`src/rtl/div_seq.sv`:
```
// div_seq: multi-cycle radix-2 restoring divider for DIV/DIVU in the EX stage.
// Produces {remainder, quotient} for the HI/LO write. Operands are latched on
// the accepting edge and the result is presented one edge after the FSM
// enters END, which gives a total of DATA_W+2 edges from start to ready.
module div_seq #(
  parameter int DATA_W = 32,
  parameter int CNT_W  = 6
) (
  input  logic                  clk,
  input  logic                  Rst_n,
  input  logic                  signed_div_i,
  input  logic [DATA_W-1:0]     opdata1_i,
  input  logic [DATA_W-1:0]     opdata2_i,
  input  logic                  start_i,
  input  logic                  annul_i,
  output logic [2*DATA_W-1:0]   result_o,
  output logic                  ready_o
);

  typedef enum logic [1:0] {
    S_FREE   = 2'd0,
    S_BYZERO = 2'd1,
    S_ON     = 2'd2,
    S_END    = 2'd3
  } state_t;

  localparam logic [CNT_W-1:0]  CNT_DONE = CNT_W'(DATA_W);
  localparam logic [CNT_W-1:0]  CNT_ONE  = CNT_W'(1);
  localparam logic [DATA_W-1:0] DATA_ONE = DATA_W'(1);

  // Two's-complement negate when neg is set, otherwise pass through.
  function automatic logic [DATA_W-1:0] cond_neg(input logic neg, input logic [DATA_W-1:0] v);
    logic [DATA_W-1:0] res;
    if (neg) begin
      res = (~v) + DATA_ONE;
    end else begin
      res = v;
    end
    return res;
  endfunction

  state_t                 r_state, w_state_nxt;
  logic [CNT_W-1:0]       r_cnt, w_cnt_nxt;
  logic [2*DATA_W:0]      r_work, w_work_nxt;
  logic [DATA_W-1:0]      r_divisor, w_divisor_nxt;
  logic                   r_neg_a, w_neg_a_nxt;
  logic                   r_neg_b, w_neg_b_nxt;
  logic [2*DATA_W-1:0]    r_res, w_res_nxt;
  logic [2*DATA_W-1:0]    w_result_nxt;
  logic                   w_ready_nxt;

  logic [DATA_W:0]        w_diff;
  logic                   w_op1_neg, w_op2_neg;
  logic [DATA_W-1:0]      w_quot, w_rem;

  // Trial subtraction of the divisor from the upper partial remainder.
  assign w_diff    = r_work[2*DATA_W:DATA_W] - {1'b0, r_divisor};
  // Operand signs only matter for the signed variant.
  assign w_op1_neg = signed_div_i & opdata1_i[DATA_W-1];
  assign w_op2_neg = signed_div_i & opdata2_i[DATA_W-1];
  // Sign fix-up: quotient follows sign mismatch, remainder follows dividend.
  assign w_quot    = cond_neg(r_neg_a ^ r_neg_b, r_work[DATA_W-1:0]);
  assign w_rem     = cond_neg(r_neg_a, r_work[2*DATA_W:DATA_W+1]);

  // Next-state, datapath and registered-output computation.
  always_comb begin
    w_state_nxt   = r_state;
    w_cnt_nxt     = r_cnt;
    w_work_nxt    = r_work;
    w_divisor_nxt = r_divisor;
    w_neg_a_nxt   = r_neg_a;
    w_neg_b_nxt   = r_neg_b;
    w_res_nxt     = r_res;
    w_result_nxt  = '0;
    w_ready_nxt   = 1'b0;
    case (r_state)
      S_FREE: begin
        if (start_i && !annul_i) begin
          if (opdata2_i == '0) begin
            w_state_nxt = S_BYZERO;
          end else begin
            w_state_nxt   = S_ON;
            w_cnt_nxt     = '0;
            w_neg_a_nxt   = w_op1_neg;
            w_neg_b_nxt   = w_op2_neg;
            w_work_nxt    = {{DATA_W{1'b0}}, cond_neg(w_op1_neg, opdata1_i), 1'b0};
            w_divisor_nxt = cond_neg(w_op2_neg, opdata2_i);
          end
        end else begin
          w_state_nxt = S_FREE;
        end
      end
      S_BYZERO: begin
        if (annul_i) begin
          w_state_nxt = S_FREE;
        end else begin
          w_state_nxt = S_END;
          w_res_nxt   = '0;
        end
      end
      S_ON: begin
        if (annul_i) begin
          w_state_nxt = S_FREE;
          w_cnt_nxt   = '0;
        end else if (r_cnt != CNT_DONE) begin
          if (w_diff[DATA_W]) begin
            w_work_nxt = {r_work[2*DATA_W-1:0], 1'b0};
          end else begin
            w_work_nxt = {w_diff[DATA_W-1:0], r_work[DATA_W-1:0], 1'b1};
          end
          w_cnt_nxt = r_cnt + CNT_ONE;
        end else begin
          w_state_nxt = S_END;
          w_cnt_nxt   = '0;
          w_res_nxt   = {w_rem, w_quot};
        end
      end
      S_END: begin
        if (start_i) begin
          w_ready_nxt  = 1'b1;
          w_result_nxt = r_res;
        end else begin
          w_state_nxt  = S_FREE;
        end
      end
      default: begin
        w_state_nxt = S_FREE;
        w_cnt_nxt   = '0;
      end
    endcase
  end

  // State, datapath and output registers with synchronous active-low reset.
  always_ff @(posedge clk) begin
    if (!Rst_n) begin
      r_state   <= S_FREE;
      r_cnt     <= '0;
      r_work    <= '0;
      r_divisor <= '0;
      r_neg_a   <= 1'b0;
      r_neg_b   <= 1'b0;
      r_res     <= '0;
      result_o  <= '0;
      ready_o   <= 1'b0;
    end else begin
      r_state   <= w_state_nxt;
      r_cnt     <= w_cnt_nxt;
      r_work    <= w_work_nxt;
      r_divisor <= w_divisor_nxt;
      r_neg_a   <= w_neg_a_nxt;
      r_neg_b   <= w_neg_b_nxt;
      r_res     <= w_res_nxt;
      result_o  <= w_result_nxt;
      ready_o   <= w_ready_nxt;
    end
  end

endmodule

```
`config.mk`:
```
export PLATFORM = sky130hd
export DESIGN_NAME = div_seq
export DESIGN_NICKNAME = d
export VERILOG_FILES = /design/src/rtl/div_seq.sv
export SDC_FILE = /design/constraint.sdc
export NUM_CORES = 1
export LEC_CHECK = 0
export CAP_MARGIN = 10
export CORE_ASPECT_RATIO = 0.8
export CORE_MARGIN = 8
export CORE_UTILIZATION = 40
export CTS_CLUSTER_DIAMETER = 40
export DETAILED_ROUTE_END_ITERATION = 8
export PLACE_DENSITY_LB_ADDON = 0.2
export SETUP_SLACK_MARGIN = 0.05
export SLEW_MARGIN = 10
export SYNTH_ARGS = -nofsm -noshare
export SYNTH_HDL_FRONTEND = slang
export SYNTH_SLANG_ARGS = --single-unit
```
`constraint.sdc`:
```
create_clock -name clk -period 4.7 [get_ports clk]
set_input_delay 1.41 -clock clk [delete_from_list [all_inputs] [get_ports clk]]
set_output_delay 1.41 -clock clk [all_outputs]
set_load 0.01 [all_outputs]
```
== Word-level counts from Yosys, hierarchy flattened ==
Index checks and enable logic that the tools add are counted.

* Bits in registers: 236
* Input port bits: 69
* Logic and storage cells: 75

* Add/sub/neg operators: 6
* Eq/ne operators: 12
* Mux-type cells: 27
* Bitwise operators: 8
* Reductions and logical operators: 13

{| class="wikitable"
|+ Operators with widths
! kind !! count
|-
| $mux 65 || 5
|-
| $mux 64 || 3
|-
| $pmux 65 s2 || 1
|-
| $add 32x1->32 const B || 4
|-
| $mux 32 || 4
|-
| $not 32->32 || 4
|-
| $pmux 64 s2 || 1
|-
| $sub 33x32->33 || 1
|-
| $logic_not 32->1 || 1
|-
| $mux 6 || 4
|-
| $ne 2x2->1 const B || 7
|-
| $mux 2 || 6
|-
| $pmux 6 s2 || 1
|-
| $reduce_and 3->1 || 3
|-
| $pmux 2 s4 || 1
|-
| $add 6x1->6 const B || 1
|-
| $ne 6x6->1 const B || 1
|-
| $reduce_and 5->1 || 1
|-
| $eq 2x2->1 const B || 2
|-
| $reduce_and 2->1 || 2
|-
| $reduce_and 4->1 || 1
|-
| $reduce_bool 2->1 || 2
|-
| $ne 3x3->1 const B || 1
|-
| $and 1x1->1 || 2
|-
| 7 further kinds || 7
|}

== Longest topological paths before layout ==
* Word-level depth: 6
* Gate-level depth with buffers: 12

== Least setup slack after synthesis ==
No wires, ideal clock.

* Kind: input to register
* Start: input opdata2_i[4]
* End: register r_divisor[30]
* Library setup time: 116 ps
* Arrival time: 3,559 ps
* Path slack: 1,025 ps
* Cell stages on the path: 8
* Buffers on the path: 0
* Cell sequence: or4_1 > or4_1 > or4_1 > nor3_1 > a31oi_1 > xnor2_1 > nand2_1 > o211a_1

* Cells in the longest elaborated chain, start to end: 3
* Elaborated cells between the ends (all ways): 6
* Those cells by class: add/sub: 1; mux: 1; bitwise: 2; reduce/logical: 2

{| class="wikitable"
|+ RTL lines
! element !! RTL line !! text
|-
| from (decl) || 13 || <nowiki>input logic [DATA_W-1:0] opdata2_i,</nowiki>
|-
| $not 32->32 or $logic_not 32->1 (tied branches) || 35, 79 ||
|-
| $add 32x1->32 or $not 1->1 (tied branches) || n/a ||
|-
| $mux 32 or $reduce_and 3->1 (tied branches) || n/a ||
|-
| to (signal assigned) || 149 || <nowiki>r_divisor <= w_divisor_nxt;</nowiki>
|-
| to (decl) || 45 || <nowiki>logic [DATA_W-1:0] r_divisor, w_divisor_nxt;</nowiki>
|}

Parallel ways exist; a longest one is shown, timed or not.
A chain may end at the register's enable or synchronous reset.

== Worst setup path after layout ==
* Start: input opdata2_i[0]
* End: register r_work[64]

* Cells in the longest elaborated chain, start to end: 3

{| class="wikitable"
|+ RTL lines
! element !! RTL line !! text
|-
| $logic_not 32->1 || 79 || <nowiki>if (opdata2_i == '0) begin</nowiki>
|-
| $ne 2x2->1 (no line) || n/a ||
|-
| $reduce_and 5->1 (no line) || n/a ||
|-
| to (signal assigned) || 148 || <nowiki>r_work <= w_work_nxt;</nowiki>
|-
| to (decl) || 44 || <nowiki>logic [2*DATA_W:0] r_work, w_work_nxt;</nowiki>
|}

Every way passes these cells.

==> impl_metrics.py <==
metrics = {
    "die": {
        "core_um2": 32300,
        "io-pin-count": 134,
        "num_rows": 59,
        "chipHeight_um": 178,
        "die_x_um": 218,
        "die_area_um2": 38700,
        "start_util": 0.403,
    },
    "sta": {
        "tns_ns": 0,
        "setup_violations": 0,
        "hold_viol_final": 0,
        "post-route-min-period_ns": 3.81,
        "rsz0062_at_grt": "no",
        "slew_violations": 0,
        "fin_skew_ns": 0.0218,
        "slew_headroom": 0.354,
        "setup_slack_ns": 0.890,
        "period_share": 0.811,
        "worst_slew_pin_slew_ns": 0.962,
        "timing.fmax_mhz": 262,
    },
    "final_layout": {
        "layout_commonest_cell": "dfxtp_1",
        "multi_input_area_um2": 7700,
        "mostFrequentLayoutCells": "dfxtp_1, nand2_1, clkdlybuf4s50_1, o21ai_0, xnor2_1",
        "register_area_um2": 4720,
        "drive_gt1_frac": 0.0676,
        "utilization": 0.496,
        "nNetsFinal": 1785,
        "diodes": 0,
        "fillers": 3103,
        "syn2layout_area_growth_pct": 23.0,
    },
    "placement": {
        "portBuffers": 133,
        "place.gp.congestion": 0.892,
        "place_hpwl_um": 26800,
        "pre_cts_ws_ns": 0.406,
    },
    "cts": {
        "clk-insertion-delay-late_ns": 0.52,
        "clock-sinks": 236,
        "clk_pin_slew_worst_paths_ns": 0.06,
        "cts_root_buf": "clkbuf_16",
        "cts_hold_buf": 0,
        "clk_path_buf_depth": 3,
        "numCtsBuffers": 38,
        "h-tree-depth": 2,
        "cts_resized": 0,
        "postCtsSetupRepairBufs": 0,
        "cts_tree": "built",
    },
    "power": {
        "irDropWorstVdd_mv": 0.202,
        "p_int_mw": 4.19,
        "p_sw_frac": 0.261,
        "p_clk_frac": 0.516,
        "leakage_nw": 6.36,
        "p_per_area_nw_per_um2": 354,
        "pwr-share-comb": 0.115,
        "seq_power_share": 0.369,
        "power.switching_mw": 1.48,
    },
    "critical_path": {
        "cp.required_ns": 5.08,
        "reg2reg_from": "r_work[33]",
        "crit_arrival_ns": 4.19,
        "end_kind": "flop",
        "crit_start": "opdata2_i[0]",
        "cp_max_fo": 37,
        "start_kind": "input pin",
        "critical_path_class": "in -> reg",
    },
    "global_route": {
        "grt_max_degree": 75,
        "grt_pass1_wl_um": 57200,
        "grt_util_all_layers": 0.179,
        "grt_pass1_vias": 10500,
        "grt-ovfl-total": 0,
        "antenna_found_initial": 0,
    },
    "min_path": {
        "min-delay-start": "r_res[30]",
        "min_path_type": "reg -> reg",
    },
    "synthesis": {
        "netlist_instances": 1571,
        "synth_nets": 1684,
        "avgSynthCellArea_um2": 8.30,
        "yosys.area.top_type": "dfxtp_1",
        "synth_ff_type": "dfxtp_1",
        "synth_top_area_share": 0.362,
        "yosysWarnings": 0,
        "synth.area.top_cells": "dfxtp_1, nand2_1, xnor2_1",
        "synth_area_um2": 13000,
        "synthArstFlopShare": 0,
        "synth_edf_count": 0,
        "synth.distinct_cells": 75,
        "seq_area_frac_synth": 0.362,
        "ys_ff_latch": 236,
    },
    "status": {
        "status": "completed",
    },
    "drt": {
        "vias": 11500,
        "dr.pass1.iters": 6,
        "drt-total-wl_um": 35900,
        "wl_per_cell_um": 16.9,
        "drc": 0,
        "ant_nets": 0,
        "vias_per_cell": 5.38,
        "dr.first_iter.drc_count": 943,
    },
    "flow_run": {
        "maxCapViolCount": 0,
    },
}
[power by group through the flow]
stage / Combinational (mW) / Clock (mW) / Sequential (mW)
CTS: 0.645 / 2.98 / 2.09
detailed placement: 0.642 / 0 / 2.13
global route: 0.717 / 3.07 / 2.10
global placement: 0.637 / 0 / 2.13
finish: 0.650 / 2.93 / 2.09
floorplan: 0.447 / 0 / 2.11
[cell type report]
class                           count  share of cell area
Sequential cell                   236               0.294
Multi-Input combinational cell   1184               0.480
Clock inverter                     23              0.0182
Tap cell                          427              0.0333
Clock buffer                       46              0.0662
Inverter                           55              0.0129
Timing Repair Buffer              157              0.0948
[state kept, by name, indices dropped and copies added, names as in the netlist]
name	count
r_cnt	6
r_divisor	32
r_neg_a	1
r_neg_b	1
r_res	64
r_state	2
r_work	65
ready_o	1
result_o	64
[layer usage]
metal	vias up	GRT usage	part of all wire
met5	-	0	0
met4	0	0.0402	0.015
met3	47	0.0348	0.069
met2	323	0.229	0.37
met1	5296	0.291	0.55
li1	5787	-	-
[kinds of logic (layout without fill, tap and decap cells)]
family	after synthesis	count (layout)	share of synthesized area
compound gates	402	402	0.216
xor+xnor	146	146	0.0980
fa+ha+maj	44	44	0.0428
buf+inv	151	281	0.0480
flops	236	236	0.362
mux	11	11	0.00854
simple gates	581	581	0.225
[final timing paths]
| path | cells past startpoint | slack (ns) | end |
|---|---|---|---|
| max | 11 | 0.89 | r_work[64] |
| min | 2 | 0.45 | r_res[30] |
| max reg2reg | 12 | 1.34 | r_work[33] |
| min reg2reg | 2 | 0.45 | r_res[30] |
[cell usage after synthesis, types with 6 or more instances]
master,instances
xnor2_1,82
o211a_1,31
inv_1,55
mux2i_1,10
nand2b_1,13
and2_1,76
xor2_1,64
nand3_1,59
nor2_1,72
nor2b_1,60
clkbuf_1,84
a21boi_0,24
a31oi_1,14
or3_1,17
a32oi_1,11
or4_1,13
dfxtp_1,236
o41ai_1,10
a21o_1,14
ha_1,43
a22oi_1,48
and3_1,13
nand4_1,8
o311ai_0,19
o211ai_1,6
o31ai_1,24
nor3_1,21
o21ai_0,92
a21oi_1,65
nor4_1,14
nand2_1,194
[worst max-delay path, cell delays in order]
cell and delay (ns):
clkdlybuf4s50_1 0.53, inv_1 0.10, ha_1 0.29, nor4b_1 0.27
nand3_1 0.21, o31ai_1 0.35, nand2_1 0.17, and3_1 0.20
buf_4 0.25, a32oi_1 0.25, o21ai_0 0.13
[through the flow]
step | hold WS, ns | power, mW | area, um2 | cells
after floorplan | 0.417 | 2.56 | 13000 | 1571
after detailed placement | 0.442 | 2.78 | 14700 | 2059
after CTS | 0.450 | 5.72 | 16000 | 2128
final | 0.449 | 5.67 | 16000 | 2128
after global placement | 0.426 | 2.77 | 14700 | 2059
after global routing | 0.466 | 5.89 | 16000 | 2128
(Power assumes the default switching activity.)
